`src/rtl/vga_pkg.sv`:
```
// Shared VGA 640x480@60 timing constants, bus types and RGB332 colour expansion.
package vga_pkg;

  localparam int unsigned H_VISIBLE = 640;
  localparam int unsigned H_FRONT   = 16;
  localparam int unsigned H_SYNC    = 96;
  localparam int unsigned H_BACK    = 48;
  localparam int unsigned V_VISIBLE = 480;
  localparam int unsigned V_FRONT   = 10;
  localparam int unsigned V_SYNC    = 2;
  localparam int unsigned V_BACK    = 33;
  localparam int unsigned COORD_W   = 11;
  localparam int unsigned PIX_W     = 8;
  localparam int unsigned CHAN_W    = 8;

  localparam int unsigned H_TOTAL      = H_VISIBLE + H_FRONT + H_SYNC + H_BACK;
  localparam int unsigned V_TOTAL      = V_VISIBLE + V_FRONT + V_SYNC + V_BACK;
  localparam int unsigned H_SYNC_START = H_VISIBLE + H_FRONT;
  localparam int unsigned H_SYNC_END   = H_SYNC_START + H_SYNC;
  localparam int unsigned V_SYNC_START = V_VISIBLE + V_FRONT;
  localparam int unsigned V_SYNC_END   = V_SYNC_START + V_SYNC;

  typedef struct packed {
    logic [CHAN_W-1:0] r;
    logic [CHAN_W-1:0] g;
    logic [CHAN_W-1:0] b;
  } rgb_t;

  // Bit replication keeps full-scale codes at 0x00/0xFF.
  function automatic rgb_t rgb332_expand(input logic [PIX_W-1:0] p);
    rgb_t c;
    c.r = {p[7:5], p[7:5], p[7:6]};
    c.g = {p[4:2], p[4:2], p[4:3]};
    c.b = {p[1:0], p[1:0], p[1:0], p[1:0]};
    return c;
  endfunction

endpackage

```
`src/rtl/vga_timing.sv`:
```
// Pixel-enable divider, h/v scan counters and sync/blank/vblank decode.
module vga_timing import vga_pkg::*; #(
  parameter int unsigned H_VISIBLE = vga_pkg::H_VISIBLE,
  parameter int unsigned H_FRONT   = vga_pkg::H_FRONT,
  parameter int unsigned H_SYNC    = vga_pkg::H_SYNC,
  parameter int unsigned H_BACK    = vga_pkg::H_BACK,
  parameter int unsigned V_VISIBLE = vga_pkg::V_VISIBLE,
  parameter int unsigned V_FRONT   = vga_pkg::V_FRONT,
  parameter int unsigned V_SYNC    = vga_pkg::V_SYNC,
  parameter int unsigned V_BACK    = vga_pkg::V_BACK,
  parameter int unsigned COORD_W   = vga_pkg::COORD_W
) (
  input  logic               i_clk,
  input  logic               i_rst,
  output logic               o_phase,
  output logic [COORD_W-1:0] o_h_next_c,
  output logic [COORD_W-1:0] o_v_next_c,
  output logic               o_next_vis_c,
  output logic               o_frame_edge_c,
  output logic               o_hs_n_c,
  output logic               o_vs_n_c,
  output logic               o_blank_n_c,
  output logic               o_vblank
);

  localparam int unsigned H_TOT  = H_VISIBLE + H_FRONT + H_SYNC + H_BACK;
  localparam int unsigned V_TOT  = V_VISIBLE + V_FRONT + V_SYNC + V_BACK;
  localparam int unsigned HS_BEG = H_VISIBLE + H_FRONT;
  localparam int unsigned HS_END = HS_BEG + H_SYNC;
  localparam int unsigned VS_BEG = V_VISIBLE + V_FRONT;
  localparam int unsigned VS_END = VS_BEG + V_SYNC;

  logic               r_phase;
  logic [COORD_W-1:0] r_h;
  logic [COORD_W-1:0] r_v;
  logic               r_vblank;
  logic [COORD_W-1:0] w_h_next;
  logic [COORD_W-1:0] w_v_next;

  // Coordinates the counters move to on the next tick.
  always_comb begin
    w_h_next = r_h + COORD_W'(1);
    w_v_next = r_v;
    if (r_h == COORD_W'(H_TOT - 1)) begin
      w_h_next = '0;
      w_v_next = (r_v == COORD_W'(V_TOT - 1)) ? '0 : r_v + COORD_W'(1);
    end
  end

  always_ff @(posedge i_clk or posedge i_rst) begin
    if (i_rst) begin
      r_phase  <= 1'b0;
      r_h      <= '0;
      r_v      <= '0;
      r_vblank <= 1'b0;
    end else begin
      r_phase <= ~r_phase;
      if (r_phase) begin
        r_h      <= w_h_next;
        r_v      <= w_v_next;
        r_vblank <= (w_v_next >= COORD_W'(V_VISIBLE));
      end
    end
  end

  assign o_phase        = r_phase;
  assign o_vblank       = r_vblank;
  assign o_h_next_c     = w_h_next;
  assign o_v_next_c     = w_v_next;
  assign o_next_vis_c   = (w_h_next < COORD_W'(H_VISIBLE)) && (w_v_next < COORD_W'(V_VISIBLE));
  assign o_frame_edge_c = r_phase && (w_h_next == '0) && (w_v_next == COORD_W'(V_VISIBLE));
  assign o_hs_n_c       = !((r_h >= COORD_W'(HS_BEG)) && (r_h < COORD_W'(HS_END)));
  assign o_vs_n_c       = !((r_v >= COORD_W'(VS_BEG)) && (r_v < COORD_W'(VS_END)));
  assign o_blank_n_c    = (r_h < COORD_W'(H_VISIBLE)) && (r_v < COORD_W'(V_VISIBLE));

endmodule

```
`src/rtl/vga_scanout.sv`:
```
// Framebuffer scanout: read-address generation, RGB332 expansion and DAC output stage.
module vga_scanout import vga_pkg::*; #(
  parameter int unsigned H_VISIBLE = vga_pkg::H_VISIBLE,
  parameter int unsigned H_FRONT   = vga_pkg::H_FRONT,
  parameter int unsigned H_SYNC    = vga_pkg::H_SYNC,
  parameter int unsigned H_BACK    = vga_pkg::H_BACK,
  parameter int unsigned V_VISIBLE = vga_pkg::V_VISIBLE,
  parameter int unsigned V_FRONT   = vga_pkg::V_FRONT,
  parameter int unsigned V_SYNC    = vga_pkg::V_SYNC,
  parameter int unsigned V_BACK    = vga_pkg::V_BACK,
  parameter int unsigned COORD_W   = vga_pkg::COORD_W
) (
  input  logic               CLOCK_50,
  input  logic               reset,
  input  logic [PIX_W-1:0]   pixel_in,
  output logic [COORD_W-1:0] rd_x,
  output logic [COORD_W-1:0] rd_y,
  output logic               VGA_CLK,
  output logic               VGA_HS,
  output logic               VGA_VS,
  output logic               VGA_BLANK_N,
  output logic               VGA_SYNC_N,
  output logic [CHAN_W-1:0]  VGA_R,
  output logic [CHAN_W-1:0]  VGA_G,
  output logic [CHAN_W-1:0]  VGA_B,
  output logic               frame_start,
  output logic               in_vblank
);

  logic               w_phase;
  logic [COORD_W-1:0] w_h_next;
  logic [COORD_W-1:0] w_v_next;
  logic               w_next_vis;
  logic               w_frame_edge;
  logic               w_hs_n;
  logic               w_vs_n;
  logic               w_blank_n;
  logic               w_vblank;
  rgb_t               w_rgb;

  logic [COORD_W-1:0] r_rd_x;
  logic [COORD_W-1:0] r_rd_y;
  logic               r_hs;
  logic               r_vs;
  logic               r_blank_n;
  logic               r_frame_start;
  rgb_t               r_rgb;

  vga_timing #(
    .H_VISIBLE (H_VISIBLE),
    .H_FRONT   (H_FRONT),
    .H_SYNC    (H_SYNC),
    .H_BACK    (H_BACK),
    .V_VISIBLE (V_VISIBLE),
    .V_FRONT   (V_FRONT),
    .V_SYNC    (V_SYNC),
    .V_BACK    (V_BACK),
    .COORD_W   (COORD_W)
  ) u_timing (
    .i_clk          (CLOCK_50),
    .i_rst          (reset),
    .o_phase        (w_phase),
    .o_h_next_c     (w_h_next),
    .o_v_next_c     (w_v_next),
    .o_next_vis_c   (w_next_vis),
    .o_frame_edge_c (w_frame_edge),
    .o_hs_n_c       (w_hs_n),
    .o_vs_n_c       (w_vs_n),
    .o_blank_n_c    (w_blank_n),
    .o_vblank       (w_vblank)
  );

  assign w_rgb = w_blank_n ? rgb332_expand(pixel_in) : '0;

  // Address tracks the counters; the DAC stage closes each pixel one tick later with the returned data.
  always_ff @(posedge CLOCK_50 or posedge reset) begin
    if (reset) begin
      r_rd_x        <= '0;
      r_rd_y        <= '0;
      r_hs          <= 1'b1;
      r_vs          <= 1'b1;
      r_blank_n     <= 1'b0;
      r_rgb         <= '0;
      r_frame_start <= 1'b0;
    end else begin
      r_frame_start <= w_frame_edge;
      if (w_phase) begin
        r_rd_x    <= w_next_vis ? w_h_next : '0;
        r_rd_y    <= w_next_vis ? w_v_next : '0;
        r_hs      <= w_hs_n;
        r_vs      <= w_vs_n;
        r_blank_n <= w_blank_n;
        r_rgb     <= w_rgb;
      end
    end
  end

  assign rd_x        = r_rd_x;
  assign rd_y        = r_rd_y;
  assign VGA_CLK     = w_phase;
  assign VGA_HS      = r_hs;
  assign VGA_VS      = r_vs;
  assign VGA_BLANK_N = r_blank_n;
  assign VGA_SYNC_N  = 1'b1;
  assign VGA_R       = r_rgb.r;
  assign VGA_G       = r_rgb.g;
  assign VGA_B       = r_rgb.b;
  assign frame_start = r_frame_start;
  assign in_vblank   = w_vblank;

endmodule

```
`config.mk`:
```
export PLATFORM = sky130hd
export DESIGN_NAME = vga_scanout
export DESIGN_NICKNAME = d
export VERILOG_FILES = /design/src/rtl/vga_pkg.sv /design/src/rtl/vga_timing.sv /design/src/rtl/vga_scanout.sv
export SDC_FILE = /design/constraint.sdc
export NUM_CORES = 1
export LEC_CHECK = 0
export CELL_PAD_IN_SITES_DETAIL_PLACEMENT = 1
export CELL_PAD_IN_SITES_GLOBAL_PLACEMENT = 2
export CORE_ASPECT_RATIO = 1.2
export CORE_MARGIN = 2
export CORE_UTILIZATION = 33
export DETAILED_ROUTE_END_ITERATION = 8
export GPL_TIMING_DRIVEN = 0
export PLACE_DENSITY_LB_ADDON = 0.3
export RECOVER_POWER = 25
export SLEW_MARGIN = 20
export SYNTH_ARGS = -nofsm -noshare
export SYNTH_HDL_FRONTEND = slang
export SYNTH_SLANG_ARGS = --single-unit
```
`constraint.sdc`:
```
create_clock -name CLOCK_50 -period 3.4 [get_ports CLOCK_50]
set_input_delay 0.68 -clock CLOCK_50 [delete_from_list [all_inputs] [get_ports CLOCK_50]]
set_output_delay 0.68 -clock CLOCK_50 [all_outputs]
set_load 0.05 [all_outputs]
```
# Word level (Yosys, flattened, before mapping)
# Cells that the tools add are included.
# word_totals
input_bits	10
regBits	74
wordCells	43
out_inout_bits	53
# op_classes
n_eq_ne	3
muxes	6
addsub	2
magnitude_cmp	9
n_reduce_logical	9
bitwise_logic	1
# ops
cell	count
$mux 11	5
$lt 11x10->1 const B	3
$lt 11x9->1 const B	3
$mux 24	1
$add 11x1->11 const B	2
$eq 11x10->1 const B	2
$ge 11x9->1 const B	2
$eq 11x9->1 const B	1
$ge 11x10->1 const B	1
$logic_not 11->1	1
$logic_and 1x1->1	6
$logic_not 1->1	2
$not 1->1	1

# Longest topological paths before layout
# Gate-level depths: netlist of the first run.
# logic_depth
depth_word	6
ltp_mapped	11
ltp_nobuf	8

# Cells and area by module
# From an unflattened synthesis of the first run, not the netlist that was laid out.
# hier_totals
hier_cells	297
hier_area_um2	3194.3
# by_module_without_submodules
module	area_each_um2	n_inst	seq_area_each_um2	cells_per_inst
vga_timing	1823.0	1	600.6	202
vga_scanout	1371.3	1	853.3	95

# Worst setup path before layout of the first run
# Ideal clock, no wire load.
# synth_timing
path_kind	reg2reg
startpoint	reg u_timing.r_h[10]
endpoint	reg r_rd_x[1], in the netlist rd_x[1]
stages_incl_launch_ff	8
path_buffers	1
setup_ns	0.122
setup_slack_ns	0.884
t_arrival_ns	2.395
synth_period_minus_slack_ns	2.516
t_required_ns	3.278
cell_sequence	dfrtp_1 buf_6 or3b_4 or4_4 o31a_1 a31o_4 o211a_1 a32o_1
# synth_between
elab_chain_cells	5
elab_cells_between_ends	8
cone_classes	1 x add/sub; 2 x order compare; 1 x eq/ne; 3 x mux; 1 x reduce/logical
# synth_rtl
item	line_no	text
start, declared	vga_timing.sv:34	logic [COORD_W-1:0] r_h;
start signal, assigned	vga_timing.sv:59	r_h <= w_h_next;
$add 11x1->11 / $eq 11x10->1 (equally long branches)	vga_timing.sv:42, vga_timing.sv:44	
$mux 11	vga_timing.sv:44	if (r_h == COORD_W'(H_TOT - 1)) begin
$lt 11x10->1 / $lt 11x9->1 (equally long branches)	vga_timing.sv:70	assign o_next_vis_c = (w_h_next < COORD_W'(H_VISIBLE)) && (w_v_next < COORD_W'(V_VISIBLE));
$logic_and 1x1->1	vga_timing.sv:70	
$mux 11 *	vga_scanout.sv:88	r_rd_x <= w_next_vis ? w_h_next : '0;
end signal, assigned	vga_scanout.sv:88	
end, declared	vga_scanout.sv:41	logic [COORD_W-1:0] r_rd_x;
# Mark *: on every way between the ends. The rest lies on a longest branch, timed or not.
# A chain may end at the register's enable or synchronous reset.

# Final worst setup path of the first run
# layout_timing
startpoint	reg u_timing.r_h[0]
endpoint	reg r_rd_x[9], in the netlist rd_x[9]
# The elaborated chain is that of the path after synthesis.

==> flow_metrics.py, run 1 <==
metrics = {
    "status": {
        "status": "finished clean",
    },
    "detailed_routing": {
        "remaining_drc_errors": 0,
        "dr_wl_met2_microns": 5183,
        "dr.max_layer_used": "met4",
        "met1Wirelength_microns": 4371,
        "routed_wirelength_microns": 9961,
        "vias": 2844,
        "antenna_violating_nets_post_route": 0,
        "dr_wl_met3_microns": 222,
        "drtPass1Iterations": 5,
        "avgRoutedWirePerCell_microns": 18.58,
        "detail_route.vias_per_cell": 5.306,
        "drt_first_iter_violations": 74,
    },
    "grt": {
        "gr-usage-all-layers_pct": 19.62,
        "grt-ovfl-total": 0,
        "grt_pass1_vias": 2940,
        "grt_max_degree": 36,
        "grt_first_pass_wirelength_microns": 15980,
        "antenna_found_initial": 0,
    },
    "clock_tree": {
        "worstSkewPairLatency_ns": 0.33,
        "count_of_hold_fix_buffers_inserted_at_cts": 0,
        "buffer_type_at_the_clock_tree_root": "clkbuf_16",
        "post_cts_buffers": 0,
        "clock-sinks": 58,
        "cts-root-to-sink-buffers": 2,
        "clk_pin_slew_worst_paths_ns": 0.05,
        "tritoncts.num_buffers": 9,
        "cts_tree": "built",
        "cts_resized": 0,
        "cts_max_level": 3,
    },
    "setup_path": {
        "cp-start-kind": "flop",
        "worstPathCellList": "ha_1 -> nand3_1 -> nor4_2 -> and2_0 -> buf_2 -> o211ai_4 -> o32ai_1",
        "critPathCaptureType": "flop",
        "timing_worst_setup_path_type": "flop to flop",
        "crit_path_max_fanout": 10,
        "worst_path_max_delay_cell": "nor4_2",
        "critical_path_arrival_ns": 3.24,
        "worstPathRequired_ns": 3.63,
        "setup.reg_to_reg.worst_slack_ns": 0.39,
        "worst_path_largest_cell_delay_ns": 0.94,
    },
    "sta": {
        "setup-violations-final": 0,
        "fin_worst_skew_ns": 0.01035,
        "drv_slew": 0,
        "totalNegativeSetupSlack_ns": 0,
        "max_clock_freq_mhz": 332.5,
        "relative_slew_slack_pct": 25.54,
        "hold_ws_ns": 0.4749,
        "hold_viol_final": 0,
        "final_min_period_over_clock_period_pct": 88.46,
        "tightest_slew_ns": 1.108,
        "finalWorstPathRequiredPeriod_ns": 3.008,
        "rsz0062_at_grt": "no",
    },
    "place": {
        "dp_hpwl_microns": 7413,
        "io_buffer_count": 61,
        "gp_routability_congestion": 0.8047,
    },
    "power_and_ir_drop": {
        "vdd_drop_max_uv": 201.7,
        "static-leakage-power_nw": 1.846,
        "power_density_nw_per_um2": 390.9,
        "totalPowerFinal_w": 0.001714,
    },
    "final_layout": {
        "diodes": 0,
        "fill_cells": 1127,
        "area.growth.synth_to_final_pct": 31.93,
        "layout-drive-gt1-share_pct": 14.88,
        "nets": 419,
    },
    "worst_hold_path": {
        "hp-class": "flop to flop",
    },
    "logic_synthesis": {
        "syn_area_sq_um": 3323,
        "synth_top_area_share_pct": 42.17,
        "synth_edf_count": 0,
        "synth_seq_area_share_pct": 43.75,
        "async_reset_ff_share_pct": 100.0,
        "postSynthAreaPerCell_sq_um": 9.980,
        "yosys.cell_types.count": 70,
        "yosys.area.top_type": "dfrtp_1",
        "syn-instance-count": 333,
        "yosys_register_bits": 58,
        "yosys_most_used_dff": "dfrtp_1",
        "syn_nets": 346,
        "yosys_warnings": 0,
        "synth_area_leaders": "dfrtp_1 42%, buf_4 5.0%, xnor2_1 4.7%",
    },
    "flow_run": {
        "cap_violations": 0,
    },
    "die": {
        "chipWidth_microns": 95.61,
        "coreArea_sq_um": 9910,
        "io-pin-count": 63,
        "floorplan.die_area_sq_um": 10890,
        "floorplan.initialDensity_pct": 33.54,
        "dieHeight_microns": 113.9,
        "placementRows": 40,
    },
}
## where the power goes
group / internal, W / switching (W)
sequential: 0.000697 / 0.00000496
clock: 0.000580 / 0.000305
combinational: 0.0000480 / 0.0000798
total: 0.00132 / 0.000390
## worst paths after layout
path                                                   from                           to  cells past startpoint
worst min register to register          rd_x[4]$_DFFE_PP0P_          rd_x[4]$_DFFE_PP0P_                      2
max in group asynchronous                             reset  u_timing.r_v[6]$_DFFE_PP0P_                      3
worst max-delay path            u_timing.r_h[0]$_DFFE_PP0P_          rd_x[9]$_DFFE_PP0P_                      7
worst min-delay path                    rd_x[4]$_DFFE_PP0P_          rd_x[4]$_DFFE_PP0P_                      2
worst max register to register  u_timing.r_h[0]$_DFFE_PP0P_          rd_x[9]$_DFFE_PP0P_                      7
min in group asynchronous                             reset         VGA_B[5]$_DFFE_PP0P_                      2
## synth_stat cells (all sizes together), types with 2 or more instances
library cell   n
nor3           7
and4           4
nor4b          5
nor4           7
or3b           2
o21ai         17
and2           4
dfstp          2
xor2           7
xnor2         18
buf           33
a32o           4
inv           11
nand4          4
dfrtp         56
or2            2
nand4bb        2
a21oi          5
a31oi          6
and3           4
nand3         16
o2bb2ai        8
nor2b          5
a21o           4
nand2         28
a31o           2
nor2          14
o32ai          2
a22o           9
o211ai         3
ha             3
o31ai          6
clkbuf         9
or4            2
## metal layers
layer | GRT usage [%] | vias to the layer above
met5 | 0 | -
met4 | 6.571 | 0
met3 | 4.557 | 13
met2 | 33.19 | 41
met1 | 24.41 | 1450
li1 | - | 1340
## cells by family after synthesis
group / Yosys count / synth area share [%]
AND/OR/NAND/NOR: 110 / 19.13
AO/OA/AOI/OAI: 80 / 18.60
flip-flops: 58 / 43.75
buffers and inverters: 54 / 10.05
XOR/XNOR: 25 / 6.589
adder cells (fa/ha/maj): 3 / 1.130
multiplexers: 2 / 0.6400
other: 1 / 0.1128
## critical path, delay by kind of cell (launching register included)
family                   cells  cell delay (ns)
AO/OA/AOI/OAI                2             0.51
adder cells (fa/ha/maj)      1             0.36
buffers and inverters        1             0.22
flip-flops                   1             0.45
AND/OR/NAND/NOR              3             1.36
## registers in the layout, indices dropped and copies added (netlist names), 2 cells and up
name and count:
VGA_B 2, VGA_R 3, u_timing.r_h 11, VGA_G 3
rd_y 11, u_timing.r_v 11, rd_x 11
## cells in the final DEF (no fill, tap or decap), types with 2 or more instances in the layout
master	netlist	routed
a21o_1	4	4
a21oi_1	5	5
a22o_1	9	9
a31oi_1	6	6
a32o_1	4	4
and2_1	3	3
and3_1	4	4
and4_1	3	3
buf_1	2	2
buf_2	3	3
buf_4	22	22
buf_6	6	6
clkbuf_1	9	11
clkbuf_16	0	9
clkdlybuf4s50_1	0	60
clkinv_2	0	2
dfrtp_1	56	56
dfstp_2	2	2
ha_1	3	3
inv_1	11	10
nand2_1	28	28
nand3_1	16	16
nand4_1	3	3
nand4bb_1	2	2
nor2_1	14	14
nor2b_1	5	5
nor3_1	6	6
nor4_1	5	5
nor4_2	2	2
nor4b_1	5	5
o211ai_1	2	2
o21ai_0	16	16
o2bb2ai_1	8	8
o31ai_1	6	6
o32ai_1	2	2
xnor2_1	18	18
xor2_1	7	7
## area by class of cell
| class | count | area, sq um | share of cell area (%) |
|---|---|---|---|
| sequential | 58 | 1454 | 33.16 |
| multi-input combinational | 221 | 1535 | 35.02 |
| buffer | 42 | 289.0 | 6.592 |
| clock inverter | 3 | 40.04 | 0.9132 |
| timing repair buffer | 62 | 615.6 | 14.04 |
| clock buffer | 12 | 246.5 | 5.622 |
| tap | 126 | 157.7 | 3.596 |
| inverter | 12 | 46.29 | 1.056 |
## stage by stage
stage	instances	setup slack (ns)	area, sq um	utilization, %
4_1_cts	536	0.4090	4400	44.41
3_3_place_gp	520	0.08294	4091	41.29
5_1_grt	536	0.1488	4384	44.24
2_1_floorplan	333	0.8837	3323	-
6_report	536	0.3923	4384	44.24
3_5_place_dp	521	0.4056	4114	41.52
(Power assumes the default switching activity.)
==> run 2: changes to the inputs <==
- SYNTH_HIERARCHICAL: default -> 1
==> run 2 against run 1 <==
- sequential power hardly changed
- synthesized area down 3.9%
- via count fell by 13%
- die area fell by 3.7%
- count of clock-buffer cells in the layout unchanged
- setup slack got worse by 0.23 ns
- clock skew decreased by 0.0063 ns
- total power down 1.3%
- sequential share of layout area up 0.66 points
- synthesized cell count shrank 11%
==> flow_metrics.py, run 2 <==
metrics = {
    "status": {
        "status": "finished clean",
    },
    "final_layout": {
        "nets": 388,
        "area.growth.synth_to_final_pct": 34.59,
        "mostFrequentLayoutCells": "60 x clkdlybuf4s50_1, 56 x dfrtp_1, 30 x a22o_1, 22 x nor2_1, 21 x buf_4",
        "mostFrequentLayoutCell": "clkdlybuf4s50_1",
        "stdcell_count": 500,
        "diodes": 0,
        "layout-drive-gt1-share_pct": 21.49,
        "fill_cells": 1085,
    },
    "setup_path": {
        "cp-start-kind": "flop",
        "critical_path_arrival_ns": 3.50,
        "crit_path_max_fanout": 10,
        "critPathCaptureType": "flop",
        "setup.reg_to_reg.worst_slack_ns": 0.16,
        "worstPathRequired_ns": 3.66,
        "timing_worst_setup_path_type": "flop to flop",
    },
    "logic_synthesis": {
        "syn_nets": 313,
        "yosys.area.top_type": "dfrtp_1",
        "syn-instance-count": 297,
        "postSynthAreaPerCell_sq_um": 10.76,
        "synth_seq_area_share_pct": 45.52,
        "yosys.cell_types.count": 59,
        "yosys_register_bits": 58,
        "synth_area_leaders": "dfrtp_1 44%, a22o_1 8.2%, buf_4 4.2%",
        "syn_area_sq_um": 3194,
        "async_reset_ff_share_pct": 100.0,
        "yosys_most_used_dff": "dfrtp_1",
        "yosys_warnings": 6,
        "synth_edf_count": 0,
        "synth_top_area_share_pct": 43.87,
        "synth.top_cells.by_count": "56 x dfrtp_1, 30 x a22o_1, 22 x nor2_1",
        "synth.most_common_cell": "dfrtp_1",
    },
    "power_and_ir_drop": {
        "static-leakage-power_nw": 1.987,
        "totalPowerFinal_w": 0.001692,
        "p_sw_share_pct": 23.60,
        "power_density_nw_per_um2": 393.6,
        "portion_of_total_power_attributed_to_combinational_logic_pct": 7.5,
        "power.clock.fraction_pct": 51.0,
        "intPower_w": 0.001293,
        "seqPwrFrac_pct": 41.4,
        "vdd_drop_max_uv": 185.3,
        "total_switching_power_w": 0.0003993,
    },
    "grt": {
        "antenna_found_initial": 0,
        "grt_max_degree": 35,
        "grt_pass1_vias": 2653,
        "grt_first_pass_wirelength_microns": 13830,
        "gr-usage-all-layers_pct": 17.00,
        "grt-ovfl-total": 0,
    },
    "sta": {
        "hold_viol_final": 0,
        "final_min_period_over_clock_period_pct": 95.19,
        "setup-violations-final": 0,
        "totalNegativeSetupSlack_ns": 0,
        "fin_worst_skew_ns": 0.004037,
        "rsz0062_at_grt": "no",
        "worst_setup_margin_ns": 0.1634,
        "tightest_slew_ns": 1.361,
        "relative_slew_slack_pct": 9.137,
        "finalWorstPathRequiredPeriod_ns": 3.237,
        "drv_slew": 0,
        "hold_ws_ns": 0.4887,
        "max_clock_freq_mhz": 309.0,
    },
    "die": {
        "io-pin-count": 63,
        "coreArea_sq_um": 9467,
        "dieHeight_microns": 111.8,
        "floorplan.die_area_sq_um": 10490,
        "placementRows": 39,
        "chipWidth_microns": 93.82,
        "floorplan.initialDensity_pct": 33.74,
    },
    "detailed_routing": {
        "remaining_drc_errors": 0,
        "dr_wl_met3_microns": 405,
        "dr_wl_met2_microns": 3995,
        "drt_first_iter_violations": 75,
        "met1Wirelength_microns": 3779,
        "dr.max_layer_used": "met4",
        "detail_route.vias_per_cell": 4.948,
        "avgRoutedWirePerCell_microns": 16.81,
        "vias": 2474,
        "drtPass1Iterations": 4,
        "routed_wirelength_microns": 8405,
        "antenna_violating_nets_post_route": 0,
    },
    "clock_tree": {
        "cts_tree": "built",
        "worstSkewPairLatency_ns": 0.33,
        "clock-sinks": 58,
        "buffer_type_at_the_clock_tree_root": "clkbuf_16",
        "cts-root-to-sink-buffers": 2,
        "clk_pin_slew_worst_paths_ns": 0.05,
        "cts_max_level": 3,
        "tritoncts.num_buffers": 9,
    },
    "place": {
        "dp_hpwl_microns": 6179,
        "gp_routability_congestion": 0.8106,
        "io_buffer_count": 61,
        "place_worst_setup_slack_ns": -0.2379,
        "placedCellCount": 481,
    },
    "worst_hold_path": {
        "hp-class": "flop to flop",
    },
    "flow_run": {
        "cap_violations": 0,
    },
}
[run 2: area by class of cell]
| cell class | count | area (sq um) | share of cell area (%) |
|---|---|---|---|
| clock buffer | 12 | 266.5 | 6.199 |
| inverter | 14 | 52.55 | 1.222 |
| buffer | 39 | 336.6 | 7.829 |
| tap | 123 | 153.9 | 3.580 |
| clock inverter | 4 | 25.02 | 0.5821 |
| multi-input combinational | 186 | 1378 | 32.04 |
| timing repair buffer | 64 | 633.1 | 14.73 |
| sequential | 58 | 1454 | 33.82 |
[run 2: path summary, 6_finish.rpt]
check | endpoint | cells past startpoint | startpoint
hold reg to reg | VGA_BLANK_N$_DFFE_PP0P_ | 1 | VGA_BLANK_N$_DFFE_PP0P_
max in group asynchronous | VGA_G[5]$_DFFE_PP0P_ | 2 | reset
setup reg to reg | rd_x[7]$_DFFE_PP0P_ | 11 | u_timing/r_h[0]$_DFFE_PP0P_
hold / removal | VGA_BLANK_N$_DFFE_PP0P_ | 1 | VGA_BLANK_N$_DFFE_PP0P_
setup / recovery | rd_x[7]$_DFFE_PP0P_ | 11 | u_timing/r_h[0]$_DFFE_PP0P_
min in group asynchronous | u_timing/r_h[2]$_DFFE_PP0P_ | 2 | reset
[run 2: worst max-delay path: stages, from the launching register on]
cell and delay [ns]:
dfrtp_1 0.47, ha_4 0.22, nand3_2 0.18, or4_4 0.58, buf_6 0.15, nor3_1 0.22, xnor2_1 0.24, or3b_1 0.42
and3b_2 0.24, and2_4 0.18, buf_8 0.13, a22o_1 0.13
[run 2: cell families (layout without fill, tap and decap cells)]
kind of cell	count (synthesis)	after routing	share of synthesized area (%)
multiplexers	8	8	2.781
AND/OR/NAND/NOR	88	88	16.18
AO/OA/AOI/OAI	59	59	14.06
buffers and inverters	53	133	12.18
other	1	1	0.1174
flip-flops	58	58	45.51
adder cells (fa/ha/maj)	6	6	2.350
XOR/XNOR	24	24	6.816
[run 2: power groups by stage]
stage | Sequential (W) | Clock, W | Combinational (W)
after floorplan | 0.000729 | 0 | 0.0000674
after global placement | 0.000712 | 0 | 0.000129
after detailed placement | 0.000713 | 0 | 0.000130
after CTS | 0.000701 | 0.000880 | 0.000131
after global routing | 0.000702 | 0.000913 | 0.000135
final | 0.000701 | 0.000863 | 0.000128
[run 2: what timing repair did]
action                     CTS  global route
cloned                       0             0
buffers inserted             0             3
gates resized for setup      3             1
setup endpoints to repair   22            20
hold buffers                 0             0
hold endpoints to repair     0             0
pin swaps                    0             2
[run 2: stage by stage]
step           instance area [sq um]  util, %
2_1_floorplan                   3194        -
3_3_place_gp                    3959    41.82
3_5_place_dp                    3959    41.82
4_1_cts                         4267    45.07
5_1_grt                         4299    45.41
6_report                        4299    45.41
[run 2: metal layers]
metal	vias to the layer above	track usage, %
li1	1177	-
met1	1212	21.80
met2	70	27.48
met3	15	3.451
met4	0	7.729
met5	-	0
